## src/rtl/mem_req_collector.sv

```systemverilog
// mem_req_collector: ring-token front end for the coherent memory-model FSM.
// It pushes every accepted Address token into the memory op queue. For a flush
// it also gathers the next 8 WriteData words from the same dest into two
// 128-bit beats. If the words stop arriving, the missing words are zero-padded.
// Ports:
//   clk_i, rst_ni           clock, asynchronous active-low reset
//   req_*_i / req_ready_o   ring token handshake (valid/dest/type/data)
//   mem_op_qfull_i          memory op queue full
//   wr_mem_op_o             memory op queue push
//   mem_op_out_o            memory op queue push data {dest, data}
//   write_data_qfull_i      write data queue full
//   wr_write_data_o         write data queue push
//   write_data_out_o        write data queue push data (one 128-bit beat)
//   err_drop_o              pulse: a token was dropped
//   err_timeout_o           pulse: a flush is being padded
//   drop_count_o            saturating count of dropped tokens
module mem_req_collector #(
    parameter logic [3:0] ADDRESS_TYPE   = 4'h1,
    parameter logic [3:0] WRITEDATA_TYPE = 4'h2,
    parameter logic [7:0] TIMEOUT        = 8'd255
) (
    input  logic         clk_i,
    input  logic         rst_ni,
    input  logic         req_valid_i,
    output logic         req_ready_o,
    input  logic [3:0]   req_dest_i,
    input  logic [3:0]   req_type_i,
    input  logic [31:0]  req_data_i,
    input  logic         mem_op_qfull_i,
    output logic         wr_mem_op_o,
    output logic [35:0]  mem_op_out_o,
    input  logic         write_data_qfull_i,
    output logic         wr_write_data_o,
    output logic [127:0] write_data_out_o,
    output logic         err_drop_o,
    output logic         err_timeout_o,
    output logic [15:0]  drop_count_o
);
    typedef enum logic [1:0] {IDLE, COLLECT, PAD} state_t;
    state_t        state_q, state_d;
    logic [2:0]    cnt_q, cnt_d;
    logic [3:0]    lock_q, lock_d;
    logic [7:0]    timer_q, timer_d;
    logic [95:0]   beat_q, beat_d;
    logic [15:0]   drop_q, drop_d;
    logic          is_addr, is_wd, accept;
    assign is_addr      = req_type_i == ADDRESS_TYPE;
    assign is_wd        = req_type_i == WRITEDATA_TYPE;
    assign accept       = req_valid_i & req_ready_o;
    assign drop_count_o = drop_q;
    always_ff @(posedge clk_i or negedge rst_ni) begin
        if (!rst_ni) begin
            state_q <= IDLE;
            cnt_q   <= '0;
            lock_q  <= '0;
            timer_q <= '0;
            beat_q  <= '0;
            drop_q  <= '0;
        end else begin
            state_q <= state_d;
            cnt_q   <= cnt_d;
            lock_q  <= lock_d;
            timer_q <= timer_d;
            beat_q  <= beat_d;
            drop_q  <= drop_d;
        end
    end
    always_comb begin
        state_d          = state_q;
        cnt_d            = cnt_q;
        lock_d           = lock_q;
        timer_d          = timer_q;
        beat_d           = beat_q;
        drop_d           = drop_q;
        req_ready_o      = 1'b0;
        wr_mem_op_o      = 1'b0;
        mem_op_out_o     = '0;
        wr_write_data_o  = 1'b0;
        write_data_out_o = '0;
        err_drop_o       = 1'b0;
        err_timeout_o    = 1'b0;
        unique case (state_q)
            IDLE: begin
                // The state is already IDLE while reset is held, so the gate keeps every output low.
                req_ready_o = rst_ni & (~is_addr | ~mem_op_qfull_i);
                if (accept && is_addr) begin
                    wr_mem_op_o  = 1'b1;
                    mem_op_out_o = {req_dest_i, req_data_i};
                    if (!req_data_i[28]) begin
                        lock_d  = req_dest_i;
                        cnt_d   = '0;
                        timer_d = '0;
                        state_d = COLLECT;
                    end
                end else if (accept) begin
                    err_drop_o = 1'b1;
                    drop_d     = &drop_q ? drop_q : drop_q + 16'd1;
                end
            end
            COLLECT: begin
                // The last word of a beat is taken only when its beat can be pushed in the same cycle.
                req_ready_o = is_wd & (req_dest_i == lock_q) &
                              ((cnt_q[1:0] != 2'd3) | ~write_data_qfull_i);
                if (accept) begin
                    timer_d = '0;
                    cnt_d   = cnt_q + 3'd1;
                    if (cnt_q[1:0] == 2'd3) begin
                        wr_write_data_o  = 1'b1;
                        write_data_out_o = {req_data_i, beat_q};
                        beat_d           = '0;
                    end else begin
                        beat_d[32*cnt_q[1:0] +: 32] = req_data_i;
                    end
                    if (cnt_q == 3'd7) state_d = IDLE;
                end else begin
                    timer_d = timer_q + 8'd1;
                    if (timer_d == TIMEOUT) begin
                        err_timeout_o = 1'b1;
                        state_d       = PAD;
                    end
                end
            end
            PAD: begin
                // Slots that were never written are still zero, so the beat register is already padded.
                if (!write_data_qfull_i) begin
                    wr_write_data_o  = 1'b1;
                    write_data_out_o = {32'h0, beat_q};
                    beat_d           = '0;
                    cnt_d            = cnt_q[2] ? 3'd0 : 3'd4;
                    if (cnt_q[2]) state_d = IDLE;
                end
            end
            default: state_d = IDLE;
        endcase
    end
endmodule
```

## config.mk

```make
export PLATFORM = sky130hd
export DESIGN_NAME = mem_req_collector
export DESIGN_NICKNAME = d
export VERILOG_FILES = /design/src/rtl/mem_req_collector.sv
export SDC_FILE = /design/constraint.sdc
export NUM_CORES = 1
export LEC_CHECK = 0
export CORE_ASPECT_RATIO = 0.7
export CORE_MARGIN = 4
export CORE_UTILIZATION = 42
export CTS_BUF_LIST = sky130_fd_sc_hd__clkbuf_16
export CTS_CLUSTER_SIZE = 12
export DETAILED_ROUTE_END_ITERATION = 10
export HOLD_SLACK_MARGIN = 0.02
export PLACE_DENSITY = 0.77
export SYNTH_ARGS = -nofsm -noshare
export SYNTH_HDL_FRONTEND = slang
export SYNTH_SLANG_ARGS = --single-unit
```

## constraint.sdc

```tcl
create_clock -name clk_i -period 2.61 [get_ports clk_i]
set_input_delay 0.3915 -clock clk_i [delete_from_list [all_inputs] [get_ports clk_i]]
set_output_delay 0.3915 -clock clk_i [all_outputs]
set_load 0.05 [all_outputs]
```

==> impl_metrics.py, run 1 <==
metrics = {
    "outcome": {
        "status": "complete, but fails checks",
        "violations": "setup timing",
    },
    "grt": {
        "busiest_layer": "met2",
        "grt_pass1_vias": 7113,
        "grtUsageTotal_pct": 27.8,
        "grt_use_met3_pct": 8.74,
        "use_met2_pct": 46.5,
        "antenna_found_initial": 1,
        "grt_first_pass_wirelength_um": 40200,
        "gr-total-overflow": 0,
        "grt_max_degree": 65,
        "global_route.usage.met1_pct": 35.5,
    },
    "setup_path": {
        "crit_fanout": 5,
        "path_cells": "ha_4 > a2111oi_4 > nand3_2 > o31a_1 > buf_6 > nor2_4 > buf_6 > clkbuf_16 > and2_4 > buf_12",
        "crit_top_cell": "buf_6",
        "cp_slowest_cell": "dfrtp_1",
        "critPathBufInv": 4,
        "crit_required_ps": 2220,
        "crit_type": "reg2out",
        "startpoint_type": "flip-flop",
        "cp.arrival_ps": 2630,
        "worst_setup_path_end_kind": "primary output",
        "cpPeakStageDelay_ps": 400,
        "crit_family": "compound AO/OA/AOI/OAI gates",
    },
    "floorplan": {
        "io_pins": 230,
        "start_util_pct": 43.5,
        "core_mm2": 0.0157,
        "fp.dieH_um": 115,
        "std_cell_rows": 38,
        "die_w_um": 161,
        "die_area_mm2": 0.0185,
    },
    "clock_tree": {
        "clock_path_buffers": 2,
        "clock-sinks": 129,
        "cts_tree": "built",
        "clkTransAtPathRegs_ps": 60,
        "cts-htree-levels": 4,
        "clockRootBuffer": "clkbuf_16",
        "clock_latency_ps": 420,
        "numCtsBuffers": 17,
    },
    "synth": {
        "syn_avg_cell_area_um2": 8.99,
        "netlist.area_leader.share_pct": 47.1,
        "synth-main-ff-cell": "dfrtp_1",
        "synth-seq-area-share_pct": 47.1,
        "synth_area_mm2": 0.00685,
        "synth_edf_count": 0,
        "synth-async-reset-ratio_pct": 100,
        "yosysWarnings": 0,
        "synth_cell_type_count": 53,
        "yosys-top-cells-count": "nand2_1, and2_1, dfrtp_1",
        "yosysTopAreaCell": "dfrtp_1",
        "synth.area.top_cells": "dfrtp_1, and2_1, nand2_1",
        "syn_nets": 818,
        "synthCells": 762,
        "ys_ff_latch": 129,
        "yosysMostFrequentCell": "nand2_1",
    },
    "layout": {
        "final_nets": 1092,
        "antenna_cells": 0,
        "utilization_pct": 82.9,
        "fin_cells": 1269,
        "fill_cells": 853,
        "syn_to_final_growth_pct": 90.3,
        "drive_gt1_share_pct": 45.8,
        "final_area_mm2": 0.0130,
    },
    "pwr": {
        "power_density_mw_per_mm2": 595,
        "ir_drop_mv": 0.641,
        "total_power_mw": 7.76,
        "p_leak_nw": 5.66,
    },
    "timing": {
        "max_freq_mhz": 331,
        "fin_ws_ps": -411,
        "skew_ps": 9.77,
        "worst_pin_slew_ps": 972,
        "fin_crit_ps": 3020,
        "relSlewSlack_pct": 35.0,
        "period_share_pct": 116,
        "report.final.slew_viol_count": 0,
        "setup-violations-final": 166,
        "finalHoldViolCount": 0,
        "setup_tns_ps": -59890,
        "grt_setup_unrepaired": "yes",
    },
    "drt": {
        "firstDrtPassIters": 5,
        "finalWirelength_um": 27500,
        "drt_iter0_markers": 473,
        "drc": 0,
        "wl_per_cell_um": 21.6,
        "ant_nets": 0,
        "avgViaCountPerCell": 5.50,
        "vias": 6976,
    },
    "run": {
        "drv_cap": 0,
    },
    "placement": {
        "io_buffer_count": 229,
        "post-dp-hpwl_um": 17600,
        "dpl.cell_count": 1210,
        "place_area_mm2": 0.0117,
        "gp_congestion": 0.852,
    },
    "min_path": {
        "min_path_type": "in2async",
    },
}
==> placed cells by master, fill, tap and decap left out, types with 9 or more instances in the layout <==
cell type	Yosys	final
o21ai_0	76	75
buf_12	0	180
and2_2	0	10
and3_4	0	14
xnor2_1	18	17
dfrtp_1	129	129
a21oi_1	10	10
ha_1	11	9
nand2_1	158	158
a22o_1	24	24
and3_2	0	22
inv_1	13	13
clkbuf_16	0	24
clkdlybuf4s50_1	0	55
nand3_1	16	14
and2_4	0	119
buf_6	3	10
buf_4	0	45
nand4_1	9	9
==> where the power goes <==
| part | switching, mW | internal [mW] |
|---|---|---|
| logic | 1.52 | 1.11 |
| registers | 0.273 | 2.35 |
| clock network | 0.907 | 1.59 |
| total | 2.70 | 5.05 |
==> sequential cells by signal, summed over array words and instances (netlist names) <==
signal,cells
beat_q,96
drop_count_o,16
timer_q,8
lock_q,4
cnt_q,3
state_q,2
==> worst register-to-register path: cells and delay by family (launching register included) <==
family / cells / cell delay, ps
flip-flops: 1 / 400
XOR/XNOR: 1 / 160
AND/OR/NAND/NOR: 3 / 750
adder cells (fa/ha/maj): 1 / 190
AO/OA/AOI/OAI: 2 / 570
buffers and inverters: 2 / 360
==> per-layer routing <==
metal | up-vias | part of all wire, %
li1 | 3128 | -
met1 | 3437 | 41
met2 | 369 | 48
met3 | 42 | 9.6
met4 | 0 | 1.4
met5 | - | 0
==> stage by stage <==
step	hold slack, ps	setup WS [ps]
after floorplan	95.9	-22.8
after detailed placement	271	-449
after CTS	121	-387
after global placement	269	-378
final	122	-411
after global routing	151	-538
==> kinds of logic after synthesis <==
logic type	count (synthesis)	share of synthesized area (%)
AOI/OAI and AO/OA	133	12.4
adders and majority gates	11	2.01
xor gates and xnor gates	21	2.68
muxes	11	1.77
and+or+nand+nor	390	29.7
buffers and inverters	67	4.29
DFF	129	47.1
==> worst paths after layout <==
check	from	to	slack [ps]	cells after the start
worst max-delay path	cnt_q[1]$_DFFE_PN0P_	write_data_out_o[113]	-410	10
max in group asynchronous	rst_ni	beat_q[81]$_DFFE_PN0P_	1290	2
worst min register to register	beat_q[37]$_DFFE_PN0P_	beat_q[37]$_DFFE_PN0P_	480	2
worst min-delay path	rst_ni	lock_q[1]$_DFFE_PN0P_	120	2
min in group clk_i	beat_q[37]$_DFFE_PN0P_	beat_q[37]$_DFFE_PN0P_	480	2
worst max register to register	cnt_q[1]$_DFFE_PN0P_	drop_count_o[14]$_DFFE_PN0P_	50	9
==> layout make-up <==
| type | count | area [um^2] | share of cell area (%) |
|---|---|---|---|
| well taps | 220 | 275 | 2.11 |
| clock buffers | 17 | 425 | 3.26 |
| clock inverters | 15 | 193 | 1.48 |
| inverters | 13 | 48.8 | 0.374 |
| multi-input cells | 566 | 3910 | 30.0 |
| flip-flops and latches | 129 | 3230 | 24.8 |
| repair buffers | 309 | 4960 | 38.1 |
==> repair_timing <==
item,in CTS,in global routing
pin swaps,15,24
buffers inserted,10,7
endpoints found under the setup margin,169,172
hold buffers,1,0
resized for setup,62,56
gates cloned,3,10
endpoints found under the hold margin,21,0
Power figures use the tool's default switching activity.
==> run 2, diff against run 1 <==
- CTS_CLUSTER_SIZE: 12 -> default
- SLEW_MARGIN: default -> 20
==> impl_metrics.py, run 2 (synthesis gave the netlist of run 1 again) <==
metrics = {
    "layout": {
        "final_common_cell": "buf_12",
        "final_cell_mix": "buf_12, nand2_1, dfrtp_1",
        "largest_reg_flops": 96,
        "regMostFlops": "beat_q",
        "antenna_cells": 0,
        "fill_cells": 854,
        "drive_gt1_share_pct": 45.9,
        "final_nets": 1092,
        "syn_to_final_growth_pct": 90.3,
    },
    "timing": {
        "max_freq_mhz": 331,
        "finalHoldViolCount": 0,
        "fin_ws_ps": -413,
        "worst_pin_slew_ps": 831,
        "grt_setup_unrepaired": "yes",
        "relSlewSlack_pct": 44.6,
        "period_share_pct": 116,
        "setup-violations-final": 166,
        "skew_ps": 9.69,
        "fin_crit_ps": 3020,
        "report.final.slew_viol_count": 0,
        "setup_tns_ps": -60160,
    },
    "grt": {
        "grt_use_met3_pct": 8.74,
        "grt_max_degree": 65,
        "gr-total-overflow": 0,
        "antenna_found_initial": 1,
        "busiest_layer": "met2",
        "use_met2_pct": 46.5,
        "global_route.usage.met1_pct": 35.5,
        "grt_pass1_vias": 7113,
        "grtUsageTotal_pct": 27.8,
        "grt_first_pass_wirelength_um": 40200,
    },
    "setup_path": {
        "startpoint_type": "flip-flop",
        "cp.arrival_ps": 2630,
        "crit_top_cell": "buf_6",
        "rrSetupSlack_ps": 60,
        "worst_setup_path_end_kind": "primary output",
        "crit_fanout": 5,
        "crit_family": "compound AO/OA/AOI/OAI gates",
        "cp_slowest_cell": "dfrtp_1",
        "cp.depth": 10,
        "cpPeakStageDelay_ps": 400,
        "path_cells": "ha_4 > a2111oi_4 > nand3_2 > o31a_1 > buf_6 > nor2_4 > buf_6 > clkbuf_16 > and2_4 > buf_12",
        "critPathBufInv": 4,
        "crit_required_ps": 2220,
        "crit_type": "reg2out",
        "r2r_cells": 9,
    },
    "clock_tree": {
        "cts-htree-levels": 4,
        "numCtsBuffers": 17,
        "cts_tree": "built",
        "clock-sinks": 129,
        "clock_path_buffers": 2,
        "clkTransAtPathRegs_ps": 60,
        "clockRootBuffer": "clkbuf_16",
        "clock_latency_ps": 420,
    },
    "drt": {
        "drt_iter0_markers": 470,
        "avgViaCountPerCell": 5.51,
        "wl_per_cell_um": 21.7,
        "firstDrtPassIters": 5,
        "ant_nets": 0,
        "vias": 6992,
        "finalWirelength_um": 27500,
        "drc": 0,
    },
    "pwr": {
        "ir_drop_mv": 0.641,
        "p_sw_share_pct": 34.9,
        "power_density_mw_per_mm2": 595,
        "power_switching_mw": 2.71,
        "p_leak_nw": 5.66,
        "p_int_mw": 5.05,
        "clkPwrFrac_pct": 32.2,
        "combPwrFrac_pct": 34.0,
        "seq_power_share_pct": 33.9,
    },
    "run": {
        "drv_cap": 0,
    },
    "floorplan": {
        "fp.dieH_um": 115,
        "std_cell_rows": 38,
        "die_w_um": 161,
        "core_mm2": 0.0157,
        "die_area_mm2": 0.0185,
        "io_pins": 230,
        "start_util_pct": 43.5,
    },
    "placement": {
        "post-dp-hpwl_um": 17600,
        "place_ws_ps": -449,
        "gp_congestion": 0.852,
        "io_buffer_count": 229,
    },
    "outcome": {
        "violations": "setup timing",
        "status": "complete, but fails checks",
    },
    "min_path": {
        "min_path_type": "in2async",
    },
}
-- run 2: timing repair --
action                                  4_1_cts  5_1_grt
resized for setup                            62       56
endpoints found under the hold margin        21        0
pin swaps                                    15       24
endpoints found under the setup margin      169      172
hold buffers                                  1        0
setup buffers                                10        7
gates cloned                                  3       10
-- run 2: area by class of cell --
class / count / area [um^2] / area share [%]
clock buffer: 17 / 425 / 3.26
multi-input combinational: 566 / 3910 / 30.0
clock inverter: 15 / 193 / 1.48
timing repair buffer: 309 / 4960 / 38.0
sequential: 129 / 3230 / 24.8
tap: 220 / 275 / 2.11
inverter: 13 / 48.8 / 0.374
-- run 2: metal layers --
metal / wire [um] / share of wire [%]
met1: 11200 / 41
met2: 13300 / 48
met3: 2580 / 9.4
met4: 382 / 1.4
met5: 0 / 0
-- run 2: final timing paths --
kind,startpoint,end
max in group asynchronous,rst_ni,beat_q[95]$_DFFE_PN0P_
worst max register to register,cnt_q[1]$_DFFE_PN0P_,drop_count_o[14]$_DFFE_PN0P_
worst max-delay path,cnt_q[1]$_DFFE_PN0P_,write_data_out_o[113]
worst min register to register,beat_q[37]$_DFFE_PN0P_,beat_q[37]$_DFFE_PN0P_
worst min-delay path,rst_ni,beat_q[24]$_DFFE_PN0P_
min in group clk_i,beat_q[37]$_DFFE_PN0P_,beat_q[37]$_DFFE_PN0P_
-- run 2: metrics by stage --
step / hold WS, ps / power (mW) / util [%] / area (um^2) / std cells
finish: 78.9 / 7.76 / 82.8 / 13000 / 1269
global route: 107 / 8.13 / 82.8 / 13000 / 1269
CTS: 121 / 7.66 / 80.5 / 12700 / 1255
detailed placement: 271 / 5.10 / 74.6 / 11700 / 1210
global placement: 269 / 4.99 / 74.6 / 11700 / 1210
floorplan: 95.9 / 3.97 / - / 7180 / 762
-- run 2: power groups by stage --
| stage | Clock (mW) | Sequential, mW | Combinational (mW) |
|---|---|---|---|
| 4_1_cts | 2.52 | 2.61 | 2.53 |
| 3_5_place_dp | 0 | 2.63 | 2.46 |
| 3_3_place_gp | 0 | 2.62 | 2.37 |
| 6_report | 2.50 | 2.63 | 2.64 |
| 2_1_floorplan | 0 | 2.66 | 1.31 |
| 5_1_grt | 2.62 | 2.67 | 2.84 |
==> run 3, diff against run 2 <==
- CAP_MARGIN: default -> 10
==> results of run 3 <==
Final layout, timing and power as in run 2 (identical DEF).
